**config.mk**
```make
export PLATFORM = sky130hd
export DESIGN_NAME = rr_serial_alu
export DESIGN_NICKNAME = d
export VERILOG_FILES = /design/src/rtl/rr_serial_alu.sv
export SDC_FILE = /design/constraint.sdc
export NUM_CORES = 1
export LEC_CHECK = 0
export ABC_AREA = 1
export BUFFER_PORTS_ARGS = -buffer_cell sky130_fd_sc_hd__buf_2
export CORE_ASPECT_RATIO = 0.6
export CORE_MARGIN = 10
export CORE_UTILIZATION = 30
export CTS_CLUSTER_DIAMETER = 30
export DETAILED_ROUTE_END_ITERATION = 8
export MAX_ROUTING_LAYER = met4
export PLACE_DENSITY = 0.6
export SLEW_MARGIN = 20
export SYNTH_ARGS = -nofsm -noshare
export SYNTH_HDL_FRONTEND = slang
export SYNTH_SLANG_ARGS = --single-unit
```
**constraint.sdc**
```tcl
create_clock -name clk -period 4.3 [get_ports clk]
set_input_delay 0.645 -clock clk [delete_from_list [all_inputs] [get_ports clk]]
set_output_delay 0.645 -clock clk [all_outputs]
set_load 0.005 [all_outputs]
```
**src/rtl/rr_serial_alu.sv**
```systemverilog
// Bit-serial add/subtract/pass/negate stage producing a double-sign result in rr.
// One full adder plus carry flop; rr, ovf and done update together on the final step.
module rr_serial_alu #(
  parameter int N = 4
) (
  input  logic         clk,
  input  logic         rst_n,
  input  logic         start,
  input  logic [1:0]   op,
  input  logic [N-1:0] a,
  input  logic [N-1:0] b,
  output logic [N:0]   rr,
  output logic         busy,
  output logic         done,
  output logic         ovf
);

  localparam int CW = $clog2(N + 1);
  localparam logic [CW-1:0] LAST = CW'(N);

  typedef enum logic {IDLE, SHIFT} state_t;

  state_t        state;
  logic [CW-1:0] cnt;
  logic [N:0]    sa;
  logic [N:0]    sb;
  logic [N-1:0]  sr;
  logic          carry;
  logic          inv;

  logic [N:0]    ext_a;
  logic [N:0]    ext_b;
  logic          b_bit;
  logic          sum;
  logic          cout;
  logic [N:0]    result;

  always_comb begin
    ext_a  = {a[N-1], a};
    ext_b  = {b[N-1], b};
    b_bit  = sb[0] ^ inv;
    sum    = sa[0] ^ b_bit ^ carry;
    cout   = (sa[0] & b_bit) | (sa[0] & carry) | (b_bit & carry);
    // final sum bit becomes the upper sign bit; sr already holds bits N-1..0
    result = {sum, sr};
  end

  always_ff @(posedge clk or negedge rst_n) begin
    if (!rst_n) begin
      state <= IDLE;
      cnt   <= '0;
      sa    <= '0;
      sb    <= '0;
      sr    <= '0;
      carry <= 1'b0;
      inv   <= 1'b0;
      rr    <= '0;
      ovf   <= 1'b0;
      busy  <= 1'b0;
      done  <= 1'b0;
    end else begin
      done <= 1'b0;
      unique case (state)
        IDLE: begin
          if (start) begin
            unique case (op)
              2'b10: begin
                sa <= ext_a;
                sb <= '0;
              end
              2'b11: begin
                sa <= '0;
                sb <= ext_a;
              end
              default: begin
                sa <= ext_a;
                sb <= ext_b;
              end
            endcase
            inv   <= op[0];
            carry <= op[0];
            sr    <= '0;
            cnt   <= '0;
            busy  <= 1'b1;
            state <= SHIFT;
          end
        end
        SHIFT: begin
          sa    <= {1'b0, sa[N:1]};
          sb    <= {1'b0, sb[N:1]};
          carry <= cout;
          cnt   <= cnt + 1'b1;
          if (N > 1) sr <= {sum, sr[N-1:1]};
          else       sr <= sum;
          if (cnt == LAST) begin
            rr    <= result;
            ovf   <= result[N] ^ result[N-1];
            done  <= 1'b1;
            busy  <= 1'b0;
            state <= IDLE;
          end
        end
        default: state <= IDLE;
      endcase
    end
  end

endmodule

```
* Word-level counts from Yosys, hierarchy flattened *
Cells that the tools add are included.

word-level totals
  register bits = 28
  memories kept = 0
  memory bits (read-only) = 0
  input bits = 13
  bits in latches = 0
  output and inout bits = 8
  word-level logic and storage cells = 50
  RAM bits = 0

cells by class
  equal/unequal tests = 5
  multipliers = 0
  order comparisons = 0
  div/mod/pow operators = 0
  shifts and indexed selects = 0
  muxes and demuxes = 20
  bitwise logic cells = 10
  reduce and logical (&&, ||, !) cells = 3
  add/sub/neg operators = 1

operators by type and width
  operator             count
  $pmux 5 s2           3
  $mux 5               3
  $pmux 4 s2           1
  $mux 1               7
  $pmux 1 s2           3
  $pmux 3 s2           1
  $reduce_and 2->1     3
  $eq 2x2->1 const B   2
  $mux 4               1
  $xor 1x1->1          4
  $add 3x1->3 const B  1
  $and 1x1->1          3
  $eq 3x3->1 const B   1
  $mux 3               1
  $ne 2x1->1 const B   1
  $ne 2x2->1 const B   1
  $or 1x1->1           2
  $not 1->1            1

* Longest topological paths before layout *
Gate-level depths: netlist (run 1).

  word-level depth = 5
  depth in mapped cells = 6
  depth with buffers taken out = 6

* Worst setup path before layout (run 1) *
OpenSTA, ideal clock, no wires.

  kind = register -> register
  from = register inv
  to = register ovf
  arrival = 1.233 ns
  path slack = 2.951 ns
  data required time = 4.184 ns
  setup time = 0.116 ns
  buffers on the path = 0
  cell stages (with the launch flop) = 6
  cells stage by stage = dfrtp_1 -> xnor2_1 -> fa_1 -> xnor2_1 -> nand2_1 -> nand2_1

on the way
  cells in the longest elaborated chain, start to end = 4

ends and longest elaborated chain
  what                       line  RTL
  start, declared            29    logic inv;
  start signal, assigned     80    inv <= op[0];
  $xor 1x1->1                41    b_bit = sb[0] ^ inv;
  $xor 1x1->1 (2 in series)  42    sum = sa[0] ^ b_bit ^ carry;
  $xor 1x1->1                97    ovf <= result[N] ^ result[N-1];
  end signal, assigned       97
  end, declared              15    output logic ovf

No other way between the ends.
A chain may end at the register's enable or synchronous reset.

* Worst setup path after layout (run 1) *
  from = register state
  to = register cnt[1]

on the way
  cells in the longest elaborated chain, start to end = 2
  elaborated cells on any way between the ends = 3
  classes of those cells = eq/ne: 1; mux: 1; bitwise: 1

ends and longest elaborated chain
  what                                      line  RTL
  start, declared                           23    state_t state;
  start signal, assigned                    50    state <= IDLE;
  start signal, assigned                    85    state <= SHIFT;
  start signal, assigned                    100   state <= IDLE;
  $not 1->1 (no line)                       --
  $pmux 3 s2 or $ne 2x2->1 (tied branches)  --
  end signal, assigned                      92    cnt <= cnt + 1'b1;
  end, declared                             24    logic [CW-1:0] cnt;

Parallel ways exist; a longest one is shown, timed or not.

==> results.py, run 1 <==
metrics = {
    "clock_network": {
        "clk_path_buf_depth": 2,
        "cts_resized": 0,
        "cts.htree.levels": 1,
        "cts_tree": "yes",
        "cts.sinks": 28,
        "clk_latency_ns": 0.27,
        "cts.reportedPaths.clkPinSlew_ns": 0.09,
        "postCtsSetupBuffers": 0,
        "cts_made_buffers": 3,
        "cts_hold_buf": 0,
        "cts_root_buf": "clkbuf_8",
    },
    "sta": {
        "fmax_mhz": 637,
        "tightest_slew_ns": 0.634,
        "max_slew_margin_pct": 57.7,
        "timing_hold_violations_final": 0,
        "fin_crit_ns": 1.57,
        "rsz0062_at_grt": "false",
        "maxSlewViolCount": 0,
        "tns_ns": 0,
        "fin_skew_ns": 0.00363,
        "setup_viol": 0,
        "post-route-period-util_pct": 36.5,
    },
    "power": {
        "power.density_nw_per_um2": 668,
        "p_clk_share_pct": 17.4,
        "p_comb_share_pct": 35.8,
        "peakVddDrop_mv": 0.159,
        "power.leakage_nw": 0.754,
        "swShare_pct": 36.8,
        "switchingPower_mw": 0.346,
        "internal-power_mw": 0.593,
        "seq_power_share_pct": 46.7,
    },
    "logic_synthesis": {
        "synth_area_leader_cell": "dfrtp_1",
        "ys_ff_latch": 28,
        "synth_seq_area_share_pct": 57.6,
        "synthFlopType": "dfrtp_1",
        "ys_types": 19,
        "netlist.area_leader.share_pct": 57.6,
        "syn_nets": 148,
        "async_flop_share_pct": 100,
        "synth_area_um2": 1220,
        "syn-instance-count": 132,
        "synth_edf_count": 0,
        "yosysWarnings": 0,
        "yosys-top-cells-area": "dfrtp_1 (58%), nand2_1 (9.9%), nand3_1 (8.6%)",
        "syn_avg_cell_area_um2": 9.22,
    },
    "floorplanning": {
        "die-width_um": 102,
        "coreArea_um2": 3790,
        "die_area_um2": 7090,
        "ios": 21,
        "start_util_pct": 32.2,
        "row_count": 17,
        "die_h_um": 69.3,
    },
    "cells_and_area": {
        "fillers": 404,
        "drive_above_1_share_pct": 18.4,
        "diodes": 0,
        "fin_cells": 199,
        "fin_nets": 169,
        "fin_util_pct": 37.1,
        "final_area_um2": 1410,
        "area_growth_pct": 15.5,
    },
    "placement": {
        "placed_cell_area_um2": 1350,
        "portBuffers": 20,
        "dp.cells": 195,
        "dp_hpwl_um": 1970,
        "routabilityCongestion": 0.788,
    },
    "setup_path": {
        "slowest_delay_ns": 0.58,
        "path_cells": "nor2_2 > inv_1 > o21ai_0",
        "crit_arrival_ns": 1.77,
        "end_kind": "register",
        "timing_worst_setup_path_type": "reg2reg",
        "cp.required_ns": 4.50,
        "critical_path.slowest_cell": "dfrtp_1",
        "cp_max_fo": 15,
        "cp-start-kind": "register",
    },
    "hold_path": {
        "hp-class": "in2async",
    },
    "grt": {
        "grt_use_total_pct": 7.88,
        "grt_pass1_wl_um": 4420,
        "grt_max_degree": 29,
        "grt-ovfl-total": 0,
        "antenna_found_initial": 0,
        "grt_pass1_vias": 933,
    },
    "routing": {
        "detail_route.first_pass.iterations": 4,
        "drt_iter0_markers": 31,
        "drtAntennaViolNets": 0,
        "viasPerCell": 4.58,
        "drc_errors": 0,
        "routedWlPerCell_um": 13.0,
        "drt_wl_total_um": 2590,
        "vias": 912,
    },
    "flow_run": {
        "cap_violations": 0,
    },
    "outcome": {
        "outcome": "completed",
    },
}
[flip-flops by register name, summed over array words and instances, names as in the netlist]
signal	flops
busy	1
carry	1
cnt	3
done	1
inv	1
ovf	1
rr	5
sa	5
sb	5
sr	4
state	1
[worst max-delay path, delay by kind of cell (launching register included)]
kind	cells	cell delay [ns]
DFF	1	0.58
and+or+nand+nor	1	0.55
buffers and inverters	1	0.19
AOI/OAI and AO/OA	1	0.18
[through the flow]
step / power [mW] / hold slack [ns] / worst slack (ns)
4_1_cts: 0.957 / 0.402 / 2.71
3_5_place_dp: 0.788 / 0.473 / 2.64
3_3_place_gp: 0.765 / 0.461 / 2.67
2_1_floorplan: 0.674 / 0.349 / 2.95
5_1_grt: 1.02 / 0.432 / 2.50
6_report: 0.939 / 0.379 / 2.73
[worst paths after layout]
path                       startpoint  endpoint  slack (ns)  cells after the start
max                             state    cnt[1]        2.73                      3
min                             rst_n      busy        0.38                      1
max reg2reg                     state    cnt[1]        2.73                      3
min reg2reg                      busy      busy        0.49                      2
max in group asynchronous       rst_n     sa[3]        3.51                      1
min in group clk                 busy      busy        0.49                      2
[cells in the mapped netlist, types with 2 or more instances]
master	instances
nand2_1	32
buf_2	2
ha_1	2
nor2_2	2
o21ai_1	7
inv_1	18
dfrtp_1	28
nand3_1	21
xnor2_1	2
o21ai_0	2
a21oi_1	4
buf_4	2
o22ai_1	4
[layout by cell type, fill, tap and decap left out, drive strengths merged]
master   n
a21oi    4
buf     20
clkbuf   4
dfrtp   28
fa       1
ha       2
inv     19
nand2   32
nand3   22
nor2     3
o211ai   1
o21ai    9
o22ai    4
xnor2    2
xor2     1
[cells by family after synthesis]
kind of cell	synth area share, %
buf+inv	7.91
compound gates	8.02
simple gates	20.7
fa+ha+maj	3.70
xor+xnor	2.16
flops	57.6
[per-layer routing]
metal | global-route usage [%] | up-vias | share of wire (%)
li1 | - | 459 | -
met1 | 10.7 | 425 | 51
met2 | 10.9 | 24 | 44
met3 | 2.68 | 4 | 4.6
met4 | 1.85 | 0 | 0.81
met5 | - | - | 0
[layout make-up]
class	instances	area, um^2	area share (%)
flip-flops and latches	28	701	49.8
well taps	47	58.8	4.18
inverters	19	71.3	5.07
repair buffers	20	100	7.12
clock buffers	4	55.1	3.91
multi-input cells	81	420	29.9
[power by group through the flow]
stage	Sequential, mW	Clock [mW]	Combinational (mW)
finish	0.439	0.164	0.336
global route	0.457	0.179	0.387
CTS	0.441	0.172	0.344
detailed placement	0.446	0	0.342
global placement	0.441	0	0.324
floorplan	0.427	0	0.247
Power figures use the tool's default switching activity.
==> run 2, diff against run 1 <==
ABC_AREA = 0   (was 1)
clock period = 1.6 ns   (was 4.3 ns; I/O delays follow)
==> run 2 against run 1 <==
Clock skew rose by 0.0026 ns. Maximum frequency rose by 8.5%. Final cell count rose by 1.0%. Sequential power rose to 2.8 times the previous value. Hold slack got worse by 0.11 ns. Sequential share of layout area fell by 3.8 points. Clock power rose to 3.4 times the previous value. Non-clock buffer count rose by 5. Sequential cell count did not move. Count of clock-buffer cells in the layout fell by 1. Highest routed layer unchanged.
==> results.py, run 2 <==
metrics = {
    "clock_network": {
        "cts_hold_buf": 1,
        "cts_resized": 0,
        "cts.reportedPaths.clkPinSlew_ns": 0.10,
        "postCtsSetupBuffers": 0,
        "clk_latency_ns": 0.27,
        "cts_made_buffers": 3,
        "cts_root_buf": "clkbuf_8",
        "cts.sinks": 28,
        "cts.htree.levels": 1,
        "clk_path_buf_depth": 2,
        "cts_tree": "yes",
    },
    "logic_synthesis": {
        "synth_edf_count": 0,
        "ys_ff_latch": 28,
        "synthTopCellsByCount": "dfrtp_1 (28), nor2b_1 (10), nand2_1 (9)",
        "synth_area_leader_cell": "dfrtp_1",
        "syn_nets": 134,
        "async_flop_share_pct": 100,
        "ys_types": 26,
        "synth_area_um2": 1270,
        "synth_seq_area_share_pct": 55.3,
        "synthFlopType": "dfrtp_1",
        "synth.most_common_cell": "dfrtp_1",
        "yosys-top-cells-area": "dfrtp_1 (55%), nor2b_1 (4.9%), mux2_2 (4.4%)",
        "yosysWarnings": 0,
        "syn_avg_cell_area_um2": 10.7,
        "netlist.area_leader.share_pct": 55.3,
        "syn-instance-count": 118,
    },
    "power": {
        "power_mw": 2.81,
        "peakVddDrop_mv": 0.476,
        "power.density_nw_per_um2": 1850,
        "power.leakage_nw": 0.722,
    },
    "setup_path": {
        "timing_worst_setup_path_type": "reg2reg",
        "cp.required_ns": 1.80,
        "path_cells": "xnor2_1 > fa_1 > xor2_1 > o21ai_0",
        "end_kind": "register",
        "cp_max_fo": 3,
        "crit_arrival_ns": 1.65,
        "critical_path.slowest_cell": "fa_1",
        "slowest_delay_ns": 0.48,
        "cp-start-kind": "register",
    },
    "routing": {
        "drt_iter0_markers": 42,
        "top_layer_used": "met4",
        "met2WireLength_um": 1140,
        "viasPerCell": 4.51,
        "routedWlPerCell_um": 12.5,
        "drt_wl_total_um": 2520,
        "dr_wl_met3_um": 136,
        "vias": 907,
        "drc_errors": 0,
        "detail_route.first_pass.iterations": 4,
        "wl_met1_um": 1240,
        "drtAntennaViolNets": 0,
    },
    "sta": {
        "fmax_mhz": 692,
        "fin_skew_ns": 0.00618,
        "maxSlewViolCount": 0,
        "fin_crit_ns": 1.45,
        "tightest_slew_ns": 0.627,
        "setup_viol": 0,
        "rsz0062_at_grt": "false",
        "tns_ns": 0,
        "timing_hold_violations_final": 0,
        "post-route-period-util_pct": 90.4,
        "max_slew_margin_pct": 58.2,
    },
    "hold_path": {
        "hp-class": "in2reg",
    },
    "cells_and_area": {
        "diodes": 0,
        "fillers": 413,
        "layout_commonest_cell": "dfrtp_1",
        "top_regs": "rr: 5 flops, sa: 5 flops, sb: 5 flops",
        "mostFrequentLayoutCells": "dfrtp_1 (28), buf_2 (20), nor2b_1 (10)",
        "area_growth_pct": 20.0,
        "fin_nets": 158,
        "drive_above_1_share_pct": 24.1,
    },
    "floorplanning": {
        "ios": 21,
        "die_h_um": 70.4,
        "die_area_um2": 7310,
        "start_util_pct": 30.9,
        "die-width_um": 104,
        "row_count": 18,
        "coreArea_um2": 4100,
    },
    "grt": {
        "grt-ovfl-total": 0,
        "grt_max_degree": 29,
        "grt_use_total_pct": 7.61,
        "antenna_found_initial": 0,
        "grt_pass1_wl_um": 4570,
        "grt_pass1_vias": 947,
    },
    "placement": {
        "portBuffers": 20,
        "routabilityCongestion": 0.699,
        "dp_hpwl_um": 1930,
    },
    "flow_run": {
        "cap_violations": 0,
    },
    "outcome": {
        "outcome": "completed",
    },
}
## run 2: changes by cell type after synthesis, moves of 4 or more
cell | previous run | this run
a31oi_1 | 0 | 6
inv_1 | 18 | 7
mux2_2 | 0 | 5
nand2_1 | 32 | 9
nand2b_1 | 0 | 6
nand3_1 | 21 | 1
nor2_1 | 1 | 6
nor2b_1 | 0 | 10
o21ai_0 | 2 | 7
o21ai_1 | 7 | 0
o22ai_1 | 4 | 0
## run 2: worst max-delay path, delay by kind of cell, from the launching register on
family,cells,cell delay (ns)
flip-flops,1,0.40
AO/OA/AOI/OAI,1,0.13
XOR/XNOR,2,0.37
adder cells (fa/ha/maj),1,0.48
## run 2: kinds of logic (layout without fill, tap and decap cells)
logic type                 Yosys count  after routing  synth area share, %
AOI/OAI and AO/OA                   29             29                 14.5
xor gates and xnor gates             3              3                 2.07
adders and majority gates            3              3                 3.55
buffers and inverters               13             36                 4.64
DFF                                 28             28                 55.3
muxes                                6              6                 5.23
and+or+nand+nor                     36             36                 14.7
## run 2: layout make-up
| type | count | area, um^2 | share of cell area (%) |
|---|---|---|---|
| flip-flops and latches | 28 | 701 | 46.1 |
| multi-input cells | 77 | 508 | 33.4 |
| repair buffers | 25 | 140 | 9.21 |
| well taps | 60 | 75.1 | 4.93 |
| clock buffers | 3 | 41.3 | 2.71 |
| clock inverters | 1 | 30.0 | 1.97 |
| inverters | 7 | 26.3 | 1.73 |
## run 2: final timing paths
check	start	endpoint	slack (ns)	cells past startpoint
max reg2reg	inv	ovf	0.15	4
min in group asynchronous	rst_n	rr[1]	0.51	2
min	a[3]	sa[3]	0.27	3
min reg2reg	sa[1]	sa[0]	0.48	2
max in group asynchronous	rst_n	sa[3]	0.68	2
max	inv	ovf	0.15	4
## run 2: per-stage QoR
step	std cells	area (um^2)	setup slack, ns	hold slack [ns]	utilization [%]
CTS	201	1520	0.132	0.273	37.1
global route	201	1520	0.0475	0.289	37.1
detailed placement	196	1440	0.134	0.293	35.1
floorplan	118	1270	0.245	-0.0556	-
global placement	196	1440	0.207	0.277	35.1
finish	201	1520	0.154	0.265	37.1
## run 2: per-layer routing
metal,GRT usage (%),up-vias
met5,-,-
met4,0.461,0
met3,3.11,2
met2,11.6,17
met1,9.63,439
li1,-,449
## run 2: power breakdown
part	total [mW]	internal [mW]	switching (mW)
Clock	0.553	0.335	0.219
Combinational	1.05	0.537	0.511
Sequential	1.21	1.02	0.190
Total	2.81	1.89	0.920
==> run 3, diff against run 2 <==
CTS_CLUSTER_SIZE = 10   (was default)
SETUP_SLACK_MARGIN = 0.5   (was default)
==> run 3 against run 2 <==
The run now ends with hold timing left. Design area up 6.6%. Total power up 10%. First-iteration DRC count up 76%. Routed wire length up 15%. Count of clock-buffer cells in the layout unchanged. Sequential cell count unchanged. Non-clock buffer count up 4. Hold slack worse by 0.28 ns. Register-to-register slack worse by 0.02 ns. Via count up 3.7%. Critical path depth unchanged. Largest cell class unchanged. Largest power group is now combinational logic.
==> results.py, run 3 (same netlist as run 2, synthesis figures left out) <==
metrics = {
    "setup_path": {
        "end_kind": "register",
        "cp-start-kind": "register",
        "cp_max_fo": 3,
        "slowest_delay_ns": 0.57,
        "reg2reg_slack_ns": 0.14,
        "cp.required_ns": 1.76,
        "path_cells": "xnor2_2 > fa_2 > xor2_1 > o21ai_1",
        "critical_path.slowest_cell": "fa_2",
        "timing_worst_setup_path_type": "reg2reg",
        "crit_arrival_ns": 1.63,
    },
    "hold_path": {
        "hp-class": "in2async",
    },
    "cells_and_area": {
        "drive_above_1_share_pct": 35.2,
        "mostFrequentLayoutCells": "dfrtp_1 (27), buf_2 (20), nand2_1 (9), nor2b_1 (9)",
        "layout_commonest_cell": "dfrtp_1",
        "top_regs": "rr: 5 flops, sa: 5 flops, sb: 5 flops",
        "fin_cells": 205,
        "diodes": 0,
        "fin_nets": 163,
        "area_growth_pct": 27.9,
    },
    "sta": {
        "setup_viol": 0,
        "whs_ns": -0.0192,
        "max_slew_margin_pct": 57.5,
        "rsz0062_at_grt": "true",
        "tns_ns": 0,
        "fin_crit_ns": 1.46,
        "fmax_mhz": 683,
        "post-route-period-util_pct": 91.5,
        "timing_hold_violations_final": 28,
        "maxSlewViolCount": 0,
        "tightest_slew_ns": 0.638,
        "fin_skew_ns": 0.00784,
    },
    "grt": {
        "grt_pass1_vias": 957,
        "antenna_found_initial": 0,
        "grt_use_total_pct": 8.16,
        "grt-ovfl-total": 0,
        "grt_pass1_wl_um": 4830,
        "grt_max_degree": 29,
    },
    "power": {
        "power.density_nw_per_um2": 1910,
        "peakVddDrop_mv": 0.551,
        "power.leakage_nw": 0.745,
    },
    "outcome": {
        "outcome": "finished with violations",
        "violations": "hold timing",
    },
    "routing": {
        "vias": 941,
        "drtAntennaViolNets": 0,
        "drt_iter0_markers": 74,
        "drc_errors": 0,
        "viasPerCell": 4.59,
        "routedWlPerCell_um": 14.2,
        "drt_wl_total_um": 2900,
        "detail_route.first_pass.iterations": 4,
    },
    "clock_network": {
        "clk_latency_ns": 0.27,
        "cts_made_buffers": 3,
        "clk_path_buf_depth": 2,
        "cts_root_buf": "clkbuf_8",
        "cts_tree": "yes",
        "cts.sinks": 28,
        "cts.htree.levels": 1,
        "cts.reportedPaths.clkPinSlew_ns": 0.09,
    },
    "placement": {
        "portBuffers": 20,
        "routabilityCongestion": 0.744,
        "dp_hpwl_um": 1870,
        "dp.cells": 196,
    },
    "floorplanning": {
        "die-width_um": 104,
        "ios": 21,
        "coreArea_um2": 4100,
        "start_util_pct": 30.9,
        "die_area_um2": 7310,
        "die_h_um": 70.4,
        "row_count": 18,
    },
    "flow_run": {
        "cap_violations": 0,
    },
}
-- run 3: cell type report --
| class | instances | area (um^2) |
|---|---|---|
| clock buffers | 3 | 41.3 |
| fillers | 413 | 2480 |
| inverters | 7 | 26.3 |
| multi-input cells | 78 | 589 |
| flip-flops and latches | 28 | 702 |
| well taps | 60 | 75.1 |
| repair buffers | 29 | 188 |
-- run 3: layer usage --
metal / GRT usage [%] / vias to the layer above / share of wire (%)
met5: - / - / 0
met4: 2.76 / 0 / 0.93
met3: 2.84 / 2 / 4.5
met2: 11.9 / 18 / 47
met1: 10.3 / 456 / 48
li1: - / 465 / -
-- run 3: timing repair --
item,4_1_cts,5_1_grt
endpoints found under the setup margin,13,17
hold buffers,0,0
setup buffers,4,1
pin swaps,2,3
gates cloned,1,0
gates resized for setup,6,16
hold endpoints to repair,0,0
-- run 3: final timing paths --
check | start | endpoint | cells after the start
setup / recovery | sb[0] | ovf | 4
hold / removal | rst_n | rr[1] | 1
setup reg to reg | sb[0] | ovf | 4
hold reg to reg | sa[1] | sa[0] | 2
max in group asynchronous | rst_n | state | 1
min in group clk | a[3] | sa[4] | 3
-- run 3: where the power goes --
group | switching [mW] | total, mW | internal (mW)
Sequential | 0.243 | 1.26 | 1.02
Combinational | 0.662 | 1.47 | 0.808
Clock | 0.198 | 0.367 | 0.169
-- run 3: per-stage QoR --
| stage | worst slack, ns | utilization (%) | hold slack (ns) | total power, mW | cell area, um^2 |
|---|---|---|---|---|---|
| detailed placement | 0.159 | 35.4 | 0.298 | 2.32 | 1450 |
| finish | 0.136 | 39.6 | -0.0192 | 3.10 | 1620 |
| CTS | 0.149 | 37.8 | 0.00139 | 2.89 | 1550 |
| global placement | 0.213 | 35.4 | 0.292 | 2.25 | 1450 |
| global route | 0.0825 | 39.6 | 0.0288 | 3.35 | 1620 |
| floorplan | 0.246 | - | -0.0556 | 1.99 | 1280 |
-- run 3: worst max-delay path: cells and delay by family, from the launching register on --
kind                       cells  cell delay [ns]
adders and majority gates      1             0.57
DFF                            1             0.42
xor gates and xnor gates       2             0.29
AOI/OAI and AO/OA              1             0.07
